$ cat config.mk
export PLATFORM = sky130hd
export DESIGN_NAME = pixel_tap_sampler
export DESIGN_NICKNAME = d
export VERILOG_FILES = /design/src/rtl/pixel_tap_sampler.sv
export SDC_FILE = /design/constraint.sdc
export NUM_CORES = 1
export LEC_CHECK = 0
export CORE_ASPECT_RATIO = 2
export CORE_MARGIN = 8
export CORE_UTILIZATION = 50
export CTS_CLUSTER_DIAMETER = 50
export DETAILED_ROUTE_END_ITERATION = 16
export PLACE_DENSITY = 0.74
export SLEW_MARGIN = 25
export SYNTH_ARGS = -nofsm -noshare
export SYNTH_HDL_FRONTEND = slang
export SYNTH_SLANG_ARGS = --single-unit
$ cat constraint.sdc
create_clock -name clock -period 2.2 [get_ports clock]
set_clock_uncertainty 0.15 [all_clocks]
set_input_delay 0.22 -clock clock [delete_from_list [all_inputs] [get_ports clock]]
set_output_delay 0.22 -clock clock [all_outputs]
set_load 0.05 [all_outputs]
$ cat src/rtl/pixel_tap_sampler.sv
// pixel_tap_sampler: watches a raster pixel stream, captures three tap pixels per frame,
// thresholds them and debounces each tap over FILTER_DEPTH complete frames.
//
// Ports:
//   clock          sole clock, all state updates on its rising edge
//   reset          asynchronous, active-high reset
//   enable         run/stop; low forces IDLE and discards frame progress
//   data           8-bit pixel intensity, qualified by data_valid
//   data_valid     a pixel is present this cycle
//   line_start     this (or the next valid) pixel is column 0 of the next row
//   frame_start    new frame; also restarts the row count at 0
//   sample         filtered tap bits, bit k belongs to tap k
//   sample_valid   one-cycle pulse after a complete frame has been evaluated
//   missed_frames  saturating count of evaluated frames with a tap not captured

module pixel_tap_sampler #(
    parameter int         TAP0_X       = 63,
    parameter int         TAP0_Y       = 0,
    parameter int         TAP1_X       = 511,
    parameter int         TAP1_Y       = 0,
    parameter int         TAP2_X       = 1023,
    parameter int         TAP2_Y       = 0,
    parameter logic [7:0] THRESHOLD    = 8'd192,
    parameter int         FILTER_DEPTH = 2
) (
    input  logic        clock,
    input  logic        reset,
    input  logic        enable,
    input  logic [7:0]  data,
    input  logic        data_valid,
    input  logic        line_start,
    input  logic        frame_start,
    output logic [2:0]  sample,
    output logic        sample_valid,
    output logic [15:0] missed_frames
);

    typedef enum logic [1:0] {
        IDLE       = 2'd0,
        WAIT_FRAME = 2'd1,
        RUN        = 2'd2
    } state_t;

    localparam logic [10:0] CNT_MAX  = 11'd2047;
    localparam logic [15:0] MISS_MAX = 16'hFFFF;
    localparam logic [3:0]  DEPTH    = 4'(FILTER_DEPTH);

    // Tap coordinates packed so that index k selects tap k.
    localparam logic [2:0][10:0] TAP_X = {
        11'(TAP2_X), 11'(TAP1_X), 11'(TAP0_X)
    };
    localparam logic [2:0][10:0] TAP_Y = {
        11'(TAP2_Y), 11'(TAP1_Y), 11'(TAP0_Y)
    };

    function automatic logic [10:0] sat_inc11(input logic [10:0] v);
        return (v == CNT_MAX) ? v : v + 11'd1;
    endfunction

    // ------------------------------------------------------------------
    // State
    // ------------------------------------------------------------------
    state_t           state_q, state_d;
    logic [10:0]      col_q, col_d;
    logic [10:0]      row_q, row_d;
    logic [2:0]       raw_q, raw_d;
    logic [2:0]       cap_q, cap_d;
    logic [2:0][3:0]  filt_q, filt_d;
    logic [2:0]       sample_q, sample_d;
    logic             valid_q, valid_d;
    logic [15:0]      missed_q, missed_d;

    // ------------------------------------------------------------------
    // Pixel position of the current cycle.
    // A start marker redefines the position before the pixel of the same
    // cycle is placed, so that pixel is column 0 of the new row.
    // ------------------------------------------------------------------
    logic [10:0] eff_row;
    logic [10:0] eff_col;
    logic [10:0] next_col;
    logic        pix_hi;
    logic [2:0]  hit;
    logic [2:0]  raw_upd;

    always_comb begin
        if (frame_start) begin
            eff_row = 11'd0;
        end else if (line_start) begin
            eff_row = sat_inc11(row_q);
        end else begin
            eff_row = row_q;
        end
        eff_col  = (frame_start || line_start) ? 11'd0 : col_q;
        next_col = data_valid ? sat_inc11(eff_col) : eff_col;
    end

    assign pix_hi = (data >= THRESHOLD);

    always_comb begin
        for (int k = 0; k < 3; k++) begin
            hit[k] = data_valid
                  && (eff_row == TAP_Y[k])
                  && (eff_col == TAP_X[k]);
        end
    end

    // A repeated hit within one frame simply overwrites the raw bit.
    assign raw_upd = (raw_q & ~hit) | ({3{pix_hi}} & hit);

    // ------------------------------------------------------------------
    // Frame evaluation of the debounce filter, used only when a complete
    // frame (all taps captured) ends in RUN.
    // ------------------------------------------------------------------
    logic [2:0]      eval_sample;
    logic [2:0][3:0] eval_filt;
    logic [3:0]      filt_inc;

    always_comb begin
        eval_sample = sample_q;
        eval_filt   = filt_q;
        filt_inc    = 4'd0;
        for (int k = 0; k < 3; k++) begin
            filt_inc = filt_q[k] + 4'd1;
            if (raw_q[k] == sample_q[k]) begin
                eval_filt[k] = 4'd0;
            end else if (filt_inc == DEPTH) begin
                eval_sample[k] = ~sample_q[k];
                eval_filt[k]   = 4'd0;
            end else begin
                eval_filt[k] = filt_inc;
            end
        end
    end

    // ------------------------------------------------------------------
    // Next-state logic
    // ------------------------------------------------------------------
    always_comb begin
        state_d  = state_q;
        col_d    = col_q;
        row_d    = row_q;
        raw_d    = raw_q;
        cap_d    = cap_q;
        filt_d   = filt_q;
        sample_d = sample_q;
        valid_d  = 1'b0;
        missed_d = missed_q;

        if (!enable) begin
            // Stopped: drop all frame progress, keep the published sample.
            state_d = IDLE;
            col_d   = 11'd0;
            row_d   = 11'd0;
            cap_d   = 3'b000;
            filt_d  = '0;
        end else begin
            unique case (state_q)
                IDLE: begin
                    state_d = WAIT_FRAME;
                    col_d   = 11'd0;
                    row_d   = 11'd0;
                    cap_d   = 3'b000;
                    filt_d  = '0;
                end

                WAIT_FRAME: begin
                    // First frame boundary only arms; the frame before it
                    // was never fully observed, so nothing is evaluated.
                    if (frame_start) begin
                        state_d = RUN;
                        row_d   = eff_row;
                        col_d   = next_col;
                        cap_d   = hit;
                        raw_d   = raw_upd;
                    end
                end

                RUN: begin
                    row_d = eff_row;
                    col_d = next_col;
                    raw_d = raw_upd;
                    if (frame_start) begin
                        // Evaluate with the captures of the frame that just
                        // ended; a tap hit on this cycle belongs to the new one.
                        if (&cap_q) begin
                            sample_d = eval_sample;
                            filt_d   = eval_filt;
                            valid_d  = 1'b1;
                        end else if (missed_q != MISS_MAX) begin
                            missed_d = missed_q + 16'd1;
                        end
                        cap_d = hit;
                    end else begin
                        cap_d = cap_q | hit;
                    end
                end

                default: begin
                    state_d = IDLE;
                end
            endcase
        end
    end

    // ------------------------------------------------------------------
    // Registers
    // ------------------------------------------------------------------
    always_ff @(posedge clock or posedge reset) begin
        if (reset) begin
            state_q  <= IDLE;
            col_q    <= 11'd0;
            row_q    <= 11'd0;
            raw_q    <= 3'b000;
            cap_q    <= 3'b000;
            filt_q   <= '0;
            sample_q <= 3'b000;
            valid_q  <= 1'b0;
            missed_q <= 16'd0;
        end else begin
            state_q  <= state_d;
            col_q    <= col_d;
            row_q    <= row_d;
            raw_q    <= raw_d;
            cap_q    <= cap_d;
            filt_q   <= filt_d;
            sample_q <= sample_d;
            valid_q  <= valid_d;
            missed_q <= missed_d;
        end
    end

    assign sample        = sample_q;
    assign sample_valid  = valid_q;
    assign missed_frames = missed_q;

endmodule

; ---- After elaboration in Yosys (flattened, before gate mapping)
; Cells that the tools add are included.
[classes]
n_addsub = 6
bitwise = 12
eq_ne = 21
reduce_logical = 17
n_lt_le_gt_ge = 1
n_mux = 35
[ops]
columns = cell, count
row1 = $mux W11, 10
row2 = $pmux W11 S3, 2
row3 = $mux W12, 3
row4 = $mux W4, 6
row5 = $pmux W12 S2, 1
row6 = $reduce_and A8 Y1, 3
row7 = $add A11 B1 Y11 const B, 2
row8 = $eq A11 B11 Y1 const B, 2
row9 = $add A16 B1 Y16 const B, 1
row10 = $ne A16 B16 Y1 const B, 1
row11 = $add A4 B1 Y4 const B, 3
row12 = $eq A4 B2 Y1 const B, 3
row13 = $mux W3, 4
row14 = $eq A11 B10 Y1 const B, 1
row15 = $eq A11 B6 Y1 const B, 1
row16 = $eq A11 B9 Y1 const B, 1
row17 = $logic_not A11 Y1, 1
row18 = $ne A3 B3 Y1 const B, 3
row19 = $pmux W3 S3, 1
row20 = $reduce_and A3 Y1, 3
row21 = $ge A8 B8 Y1 const B, 1
row22 = $not A1 Y1, 7
row23 = $and A3 B3 Y3, 2
row24 = $or A3 B3 Y3, 2
row25 = 17 further kinds, 28
[totals]
word_cells = 105
inputBits = 14
register_bits = 62

; ---- Logic depth before layout (Yosys ltp)
; Gate-level depths: netlist of run 1.
[depth]
word_depth = 12
ltp_mapped = 11

; ---- Worst setup path after synthesis of run 1
; OpenSTA, ideal clock, no wires.
[synth_path]
path_kind = input port to flip-flop
start = input port line_start
end = register col_q[1]
slack_ns = -0.113
required_ns = 1.929
arrival_ns = 2.042
path_stages = 11
path_buffers = 2
path_cell_list = clkbuf_8 -> nor2_1 -> clkbuf_1 -> and2_1 -> ha_1 -> nand3_1 -> nor4_4 -> nand2_1 -> nand2_1 -> nor2_1 -> a22o_1
[synth_between]
elab_chain_len = 8
word_cells_on_any_way = 9
classes_between = add/sub: 1 / eq/ne: 1 / mux: 6 / reduce/logical: 1
[synth_lines]
columns = element, line_no
row1 = start: declaration, 31  ; input logic line_start,
row2 = $logic_or A1 B1 Y1 *, 93  ; eff_col = (frame_start || line_start) ? 11'd0 : col_q;
row3 = $mux W11 *, 93
row4 = $add A11 B1 Y11 or $eq A11 B11 Y1 (tied branches), 57  ; return (v == CNT_MAX) ? v : v + 11'd1;
row5 = $mux W11, 57
row6 = $mux W11 *, 94  ; next_col = data_valid ? sat_inc11(eff_col) : eff_col;
row7 = $mux W11, 169  ; if (frame_start) begin
row8 = $pmux W11 S3 *, 157  ; unique case (state_q)
row9 = $mux W11 *, 149  ; if (!enable) begin
row10 = end signal: assignment, 221  ; col_q <= col_d;
row11 = end: declaration, 64  ; logic [10:0] col_q, col_d;
; Mark *: on every way between the ends. The rest lies on a longest branch, timed or not. The select of a mux whose other input is x is not followed.
; A chain may end at the register's enable or synchronous reset.

; ---- Worst setup path in the final report of run 1
[layout_path]
start = register row_q[1]
end = register cap_q[2]
[layout_between]
elab_chain_len = 11
word_cells_on_any_way = 13
classes_between = add/sub: 1 / eq/ne: 1 / mux: 7 / bitwise: 1 / reduce/logical: 3
[layout_lines]
columns = element, line_no
row1 = start: declaration, 65  ; logic [10:0] row_q, row_d;
row2 = start signal: assignment, 222  ; row_q <= row_d;
row3 = $add A11 B1 Y11 or $eq A11 B11 Y1 (tied branches), 57
row4 = $mux W11, 57
row5 = $mux W11 *, 88  ; end else if (line_start) begin
row6 = $mux W11 *, 86  ; if (frame_start) begin
row7 = $logic_not A11 Y1 *, 102  ; && (eff_row == TAP_Y[k])
row8 = $logic_and A1 B1 Y1 *, 102
row9 = $logic_and A1 B1 Y1 *, 103  ; && (eff_col == TAP_X[k]);
row10 = $or A3 B3 Y3, 194  ; cap_d = cap_q | hit;
row11 = $mux W3, 182  ; if (frame_start) begin
row12 = $pmux W3 S3 *, 157
row13 = $mux W3 *, 149
row14 = end signal: assignment, 224  ; cap_q <= cap_d;
row15 = end: declaration, 67  ; logic [2:0] cap_q, cap_d;
; Marked as above.

==> out/qor.yml, run 1 <==
path_class: "flip-flop to flip-flop"
finish.utilization_pct: 69.0
clock.fmax_mhz: 444
ys_types: 63
drv_cap: 0
grt_pass1_wl_mm: 17.5
syn_to_final_growth_pct: 34.3
comb_power_share_pct: 26.0
holdWs_ns: 0.0935
power_switching_uw: 1170
rsz0062_at_grt: "yes"
postRouteAntennaNets: 0
drt_iter0_drc: 254
instances_no_fill: 588
yosysWarnings: 0
antenna_found_initial: 0
die_x_um: 77.1
path_clk_slew_ns: 0.06
cts_max_path_buffers: 2
cp_max_fo: 6
synth.avg_cell_area_um2: 9.27
dp.cells: 566
ir_worst_vdd_uv: 700
final-setup-viol-count: 4
power.leakage_uw: 0.00222
synth_fa_ha_area_share_pct: 4.36
postSynthCellCount: 403
drive_gt1_share_pct: 25.8
max-slew-margin-rel_pct: 63.9
firstDrtPassIters: 5
hold_viol: 0
diodes: 0
synthMuxAreaShare_pct: 2.68
synth_edf_count: 0
arrival_ns: 2.32
timing.final.crit_period_ns: 2.25
clkPwrFrac_pct: 39.1
fin_nets: 518
synth_ff_type: "dfrtp_1"
violations: "setup timing"
die_h_um: 138
grt_overflow: 0
tns_ns: -0.143
cts_tree: "built"
place_congestion: 0.962
synthArstFlopShare_pct: 100
dp_hpwl_mm: 7.57
crit_path_start_kind: "flip-flop"
tightest_slew_ns: 0.535
vias: 3576
grt_max_degree: 24
nFillCells: 601
finalCritPeriodShare_pct: 102
grt_pass1_vias: 3826
hold_path_class: "input pin to asynchronous set/reset pin"
outcome: "complete, but fails checks"
htreeDepth: 3
numClockSinks: 62
insertion_delay_ns: 0.33
dieArea_mm2: 0.0107
core-area_mm2: 0.00727
critical_path_required_ns: 2.27
p_per_area_mw_per_mm2: 722
numPortBuffers: 27
synth_xor_area_share_pct: 4.92
swShare_pct: 32.4
syn-cell-area_mm2: 0.00373
syn_nets: 430
synth-simple-area-share_pct: 24.1
intPower_uw: 2450
power_frac_seq_pct: 34.9
ioPinCount: 34
clockRootBuffer: "clkbuf_16"
num_rows: 44
synth-compound-area-share_pct: 18.5
dp_slack_ns: -0.473
cts_hold_buffers: 0
ys_seq_area_share_pct: 41.5
synth_top_family_by_area: "simple AND/OR/NAND/NOR gates"
cp-end-kind: "flip-flop"
synth-seq-cells: 62
vias_per_cell: 6.08
setup_slack_ns: -0.0506
routed_wl_mm: 10.6
r2r_cells: 7
slew_violations: 0
cts_buffers: 9
wl_per_cell_um: 18.1
initial_core_util_pct: 51.4
drc: 0
grt_usage_pct: 20.0
==> kinds of logic (layout without fill, tap and decap cells) <==
logic type	after synthesis	after routing
AND/OR/NAND/NOR	168	168
adder cells (fa/ha/maj)	13	13
AO/OA/AOI/OAI	100	100
buffers and inverters	30	123
flip-flops	62	62
multiplexers	9	9
XOR/XNOR	21	21
==> per-layer routing <==
metal  GRT usage [%]  routed length (um)  part of all wire, %  vias up
met1            18.8                3750                   35     1746
met4            11.2                 543                  5.1        0
met5               0                   0                    0        -
li1                -                   -                    -     1653
met3            4.87                 544                  5.1       47
met2            37.6                5790                   54      130
==> cell type report <==
cell class                 count  area (um^2)  area share [%]
multi-input combinational    311         2190            43.6
tap                           92          115            2.29
clock inverter                 6         61.3            1.22
sequential                    62         1560            31.0
inverter                      16         60.1            1.20
timing repair buffer          91          798            15.9
clock buffer                  10          239            4.76
==> cell usage after synthesis, drive strengths merged, types with 2 or more instances <==
library cell	number	area, um^2
a21boi	4	33.8
a21o	3	22.5
a21oi	13	65.1
a31oi	7	58.8
a32o	5	50.1
a32oi	2	17.5
a41oi	2	17.5
and2	7	46.3
and3	12	77.6
and4	2	17.5
buf	7	47.6
clkbuf	7	36.3
dfrtp	62	1550
ha	13	163
inv	16	60.1
mux2	5	60.1
mux2i	4	40.0
nand2	44	165
nand2b	5	31.3
nand3	31	168
nand4	12	81.3
nor2	27	101
nor2b	6	37.5
nor3	6	30.0
nor4	8	77.6
o211ai	2	15.0
o21ai	37	189
o31a	2	20.0
o31ai	6	50.1
o41ai	8	70.1
or2	2	12.5
or3	2	17.5
xnor2	12	105
xor2	9	78.8
==> worst paths after layout <==
kind,startpoint,end,slack (ns)
max,row_q[1]$_DFFE_PP0P_,cap_q[2]$_DFFE_PP0P_,-0.05
min,reset,row_q[9]$_DFFE_PP0P_,0.09
max reg2reg,row_q[1]$_DFFE_PP0P_,cap_q[2]$_DFFE_PP0P_,-0.05
min reg2reg,col_q[5]$_DFFE_PP0P_,col_q[5]$_DFFE_PP0P_,0.34
max in group asynchronous,reset,row_q[5]$_DFFE_PP0P_,1.28
min in group clock,col_q[5]$_DFFE_PP0P_,col_q[5]$_DFFE_PP0P_,0.34
==> placed cells by master, fill, tap and decap left out, types with 8 or more instances in the layout <==
cell,instances
xnor2_1,12
dfrtp_1,57
clkbuf_16,9
o21ai_0,33
inv_1,15
xor2_1,9
and3_1,8
a21oi_1,13
nand2_1,44
ha_1,12
nor2_1,25
nand4_1,11
nand3_1,26
buf_4,60
clkdlybuf4s50_1,25
==> metrics by stage <==
step / total power, uW / instance area [um^2]
global route: 3780 / 5020
detailed placement: 2190 / 4530
finish: 3620 / 5020
CTS: 3620 / 4930
floorplan: 1810 / 3760
global placement: 2160 / 4530
==> power by group through the flow <==
stage | Sequential [uW] | Clock (uW) | Combinational [uW]
after floorplan | 1350 | 0 | 466
after global placement | 1280 | 0 | 880
after detailed placement | 1280 | 0 | 906
after CTS | 1260 | 1430 | 926
after global routing | 1280 | 1490 | 1010
final | 1260 | 1420 | 941
==> registers in the layout, summed over array words and instances, names as in the netlist, named ones only <==
register,cells
state_q,2
sample_valid,1
sample,3
missed_frames,16
row_q,11
filt_q,12
cap_q,3
col_q,11
==> what timing repair did <==
| item | 4_1_cts | 5_1_grt |
|---|---|---|
| pin swaps | 10 | 5 |
| endpoints found under the setup margin | 9 | 14 |
| resized for setup | 11 | 18 |
| gates cloned | 0 | 0 |
| setup buffers | 6 | 1 |
==> worst max-delay path, stage by stage, from the launching register on <==
cell	delay, ns
dfrtp_1	0.40
ha_4	0.20
nand3_4	0.11
o311a_1	0.31
or3_4	0.35
a31oi_4	0.29
nor4_4	0.08
a32o_1	0.24
Note: power is estimated with default switching activity, not from simulation.
==> inputs of run 2 (changes only) <==
PLACE_DENSITY = 0.71   (was 0.74)
SETUP_SLACK_MARGIN = 0.15   (was unset)
clock period = 2.3 ns   (was 2.2 ns; I/O delays follow)
==> run 2 against run 1 <==
Critical path depth is 1 higher. Hold slack better by 0.030 ns. Combinational power is 3.1% lower. Highest routed layer unchanged. The flow now finishes without violations. Design area is 1.6% higher. Total power is 3.5% lower. Clock-buffer cell count stayed put. Largest power group unchanged.
==> out/qor.yml, run 2 (same netlist as run 1, synthesis figures left out) <==
dp.cells: 553
clockRootBuffer: "clkbuf_16"
crit_slowest_cell: "dfrtp_2"
hold_viol: 0
die_x_um: 77.1
die_h_um: 138
grt_overflow: 0
finalCritPeriodShare_pct: 98.4
grt_pass1_wl_mm: 16.9
tightest_slew_ns: 0.516
firstDrtPassIters: 5
crit-reg2reg-launch: "row_q[0]$_DFFE_PP0P_"
comb_power_share_pct: 26.1
drive_gt1_share_pct: 29.1
numPortBuffers: 27
cts_tree: "built"
cp-end-kind: "flip-flop"
grt_pass1_vias: 3556
cts_max_path_buffers: 2
diodes: 0
ioPinCount: 34
vias_per_cell: 6.04
drc: 0
fin_nets: 520
cts_buffers: 9
setup_slack_ns: 0.0375
p_per_area_mw_per_mm2: 686
cp_cell_sequence: "ha_4 > and3_4 > a211oi_2 > a211o_2 > nand3_4 > nor4_4 > buf_4 > mux2i_1"
outcome: "finished, final reports clean"
grt_max_degree: 63
grt_usage_pct: 19.7
final-setup-viol-count: 0
drt_iter0_drc: 243
cp_max_fo: 5
wl_per_cell_um: 18.5
power.leakage_uw: 0.00221
drv_cap: 0
cts_hold_buffers: 0
power_switching_uw: 1150
instances_no_fill: 590
clock.fmax_mhz: 442
power_uw: 3500
hold_path_class: "input pin to asynchronous set/reset pin"
swShare_pct: 32.9
routed_wl_mm: 10.9
core-area_mm2: 0.00727
r2r_cells: 8
timing.final.crit_period_ns: 2.26
syn_to_final_growth_pct: 36.5
crit_path_start_kind: "flip-flop"
max-slew-margin-rel_pct: 65.5
vias: 3566
dp_hpwl_mm: 7.16
postRouteAntennaNets: 0
ir_worst_vdd_uv: 615
mostFrequentLayoutCells: "buf_4, dfrtp_1, nand2_1"
place_congestion: 0.943
slew_violations: 0
final_common_cell: "buf_4"
path_class: "flip-flop to flip-flop"
antenna_found_initial: 0
numClockSinks: 62
initial_core_util_pct: 51.4
max_stage_delay_ns: 0.42
dp_slack_ns: -0.395
dieArea_mm2: 0.0107
path_clk_slew_ns: 0.06
htreeDepth: 3
critical_path_required_ns: 2.40
intPower_uw: 2350
clkPwrFrac_pct: 39.3
insertion_delay_ns: 0.34
r2r_slack_ns: 0.04
arrival_ns: 2.36
power_frac_seq_pct: 34.6
rsz0062_at_grt: "yes"
num_rows: 44
largest_reg_flops: 16
==> run 2: how the worst max path moves through the flow <==
| stage | to | start | cells after the start |
|---|---|---|---|
| after floorplan | col_q[1]$_DFFE_PP0P_ | line_start | 11 |
| after global placement | flip-flop | line_start | 9 |
| after detailed placement | flip-flop | line_start | 8 |
| after CTS | flip-flop | row_q[5]$_DFFE_PP0P_ | 7 |
| after global routing | flip-flop | state_q[0]$_DFFE_PP0P_ | 10 |
| final | flip-flop | row_q[0]$_DFFE_PP0P_ | 8 |
==> run 2: critical path: cells and delay by family (launching register included) <==
kind,cells,cell delay (ns)
AND/OR/NAND/NOR,3,0.66
buffers and inverters,1,0.17
flip-flops,1,0.42
AO/OA/AOI/OAI,2,0.40
multiplexers,1,0.18
adder cells (fa/ha/maj),1,0.19
==> run 2: layout make-up <==
type                            instances  area [um^2]
Multi-Input combinational cell        312         2270
Tap cell                               92          115
Timing Repair Buffer                   92          785
Sequential cell                        62         1570
Inverter                               16         60.1
Fill cell                             562         2170
Clock buffer                           10          239
Clock inverter                          6         61.3
==> run 2: metal layers <==
layer	routed length (um)	global-route usage (%)
met3	520	4.87
met1	3930	19.6
met2	5950	35.1
met5	0	0
met4	525	12.1
==> run 2: what timing repair did <==
item | 4_1_cts | 5_1_grt
pin swaps | 14 | 9
setup endpoints to repair | 15 | 18
gates resized for setup | 24 | 26
buffers inserted | 6 | 14
gates cloned | 1 | 0
==> run 2: power groups by stage <==
stage | clock network [uW] | logic, uW | registers, uW
final | 1370 | 912 | 1210
after global routing | 1440 | 983 | 1220
after CTS | 1400 | 853 | 1210
after detailed placement | 0 | 833 | 1230
after global placement | 0 | 809 | 1220
after floorplan | 0 | 446 | 1290
==> run 2: metrics by stage <==
step / TNS [ns] / utilization [%] / hold slack [ns] / area (um^2)
finish: 0 / 70.2 / 0.124 / 5100
global route: -0.0788 / 70.2 / 0.172 / 5100
CTS: 0 / 67.3 / 0.131 / 4890
detailed placement: -4.27 / 60.9 / 0.329 / 4420
global placement: -3.58 / 60.9 / 0.316 / 4420
floorplan: 0 / - / 0.261 / 3760
==> inputs of run 3 (changes only) <==
CAP_MARGIN = 20   (was unset)
==> results of run 3 <==
Same layout as run 2: the final DEF is identical, and so are final timing and power.
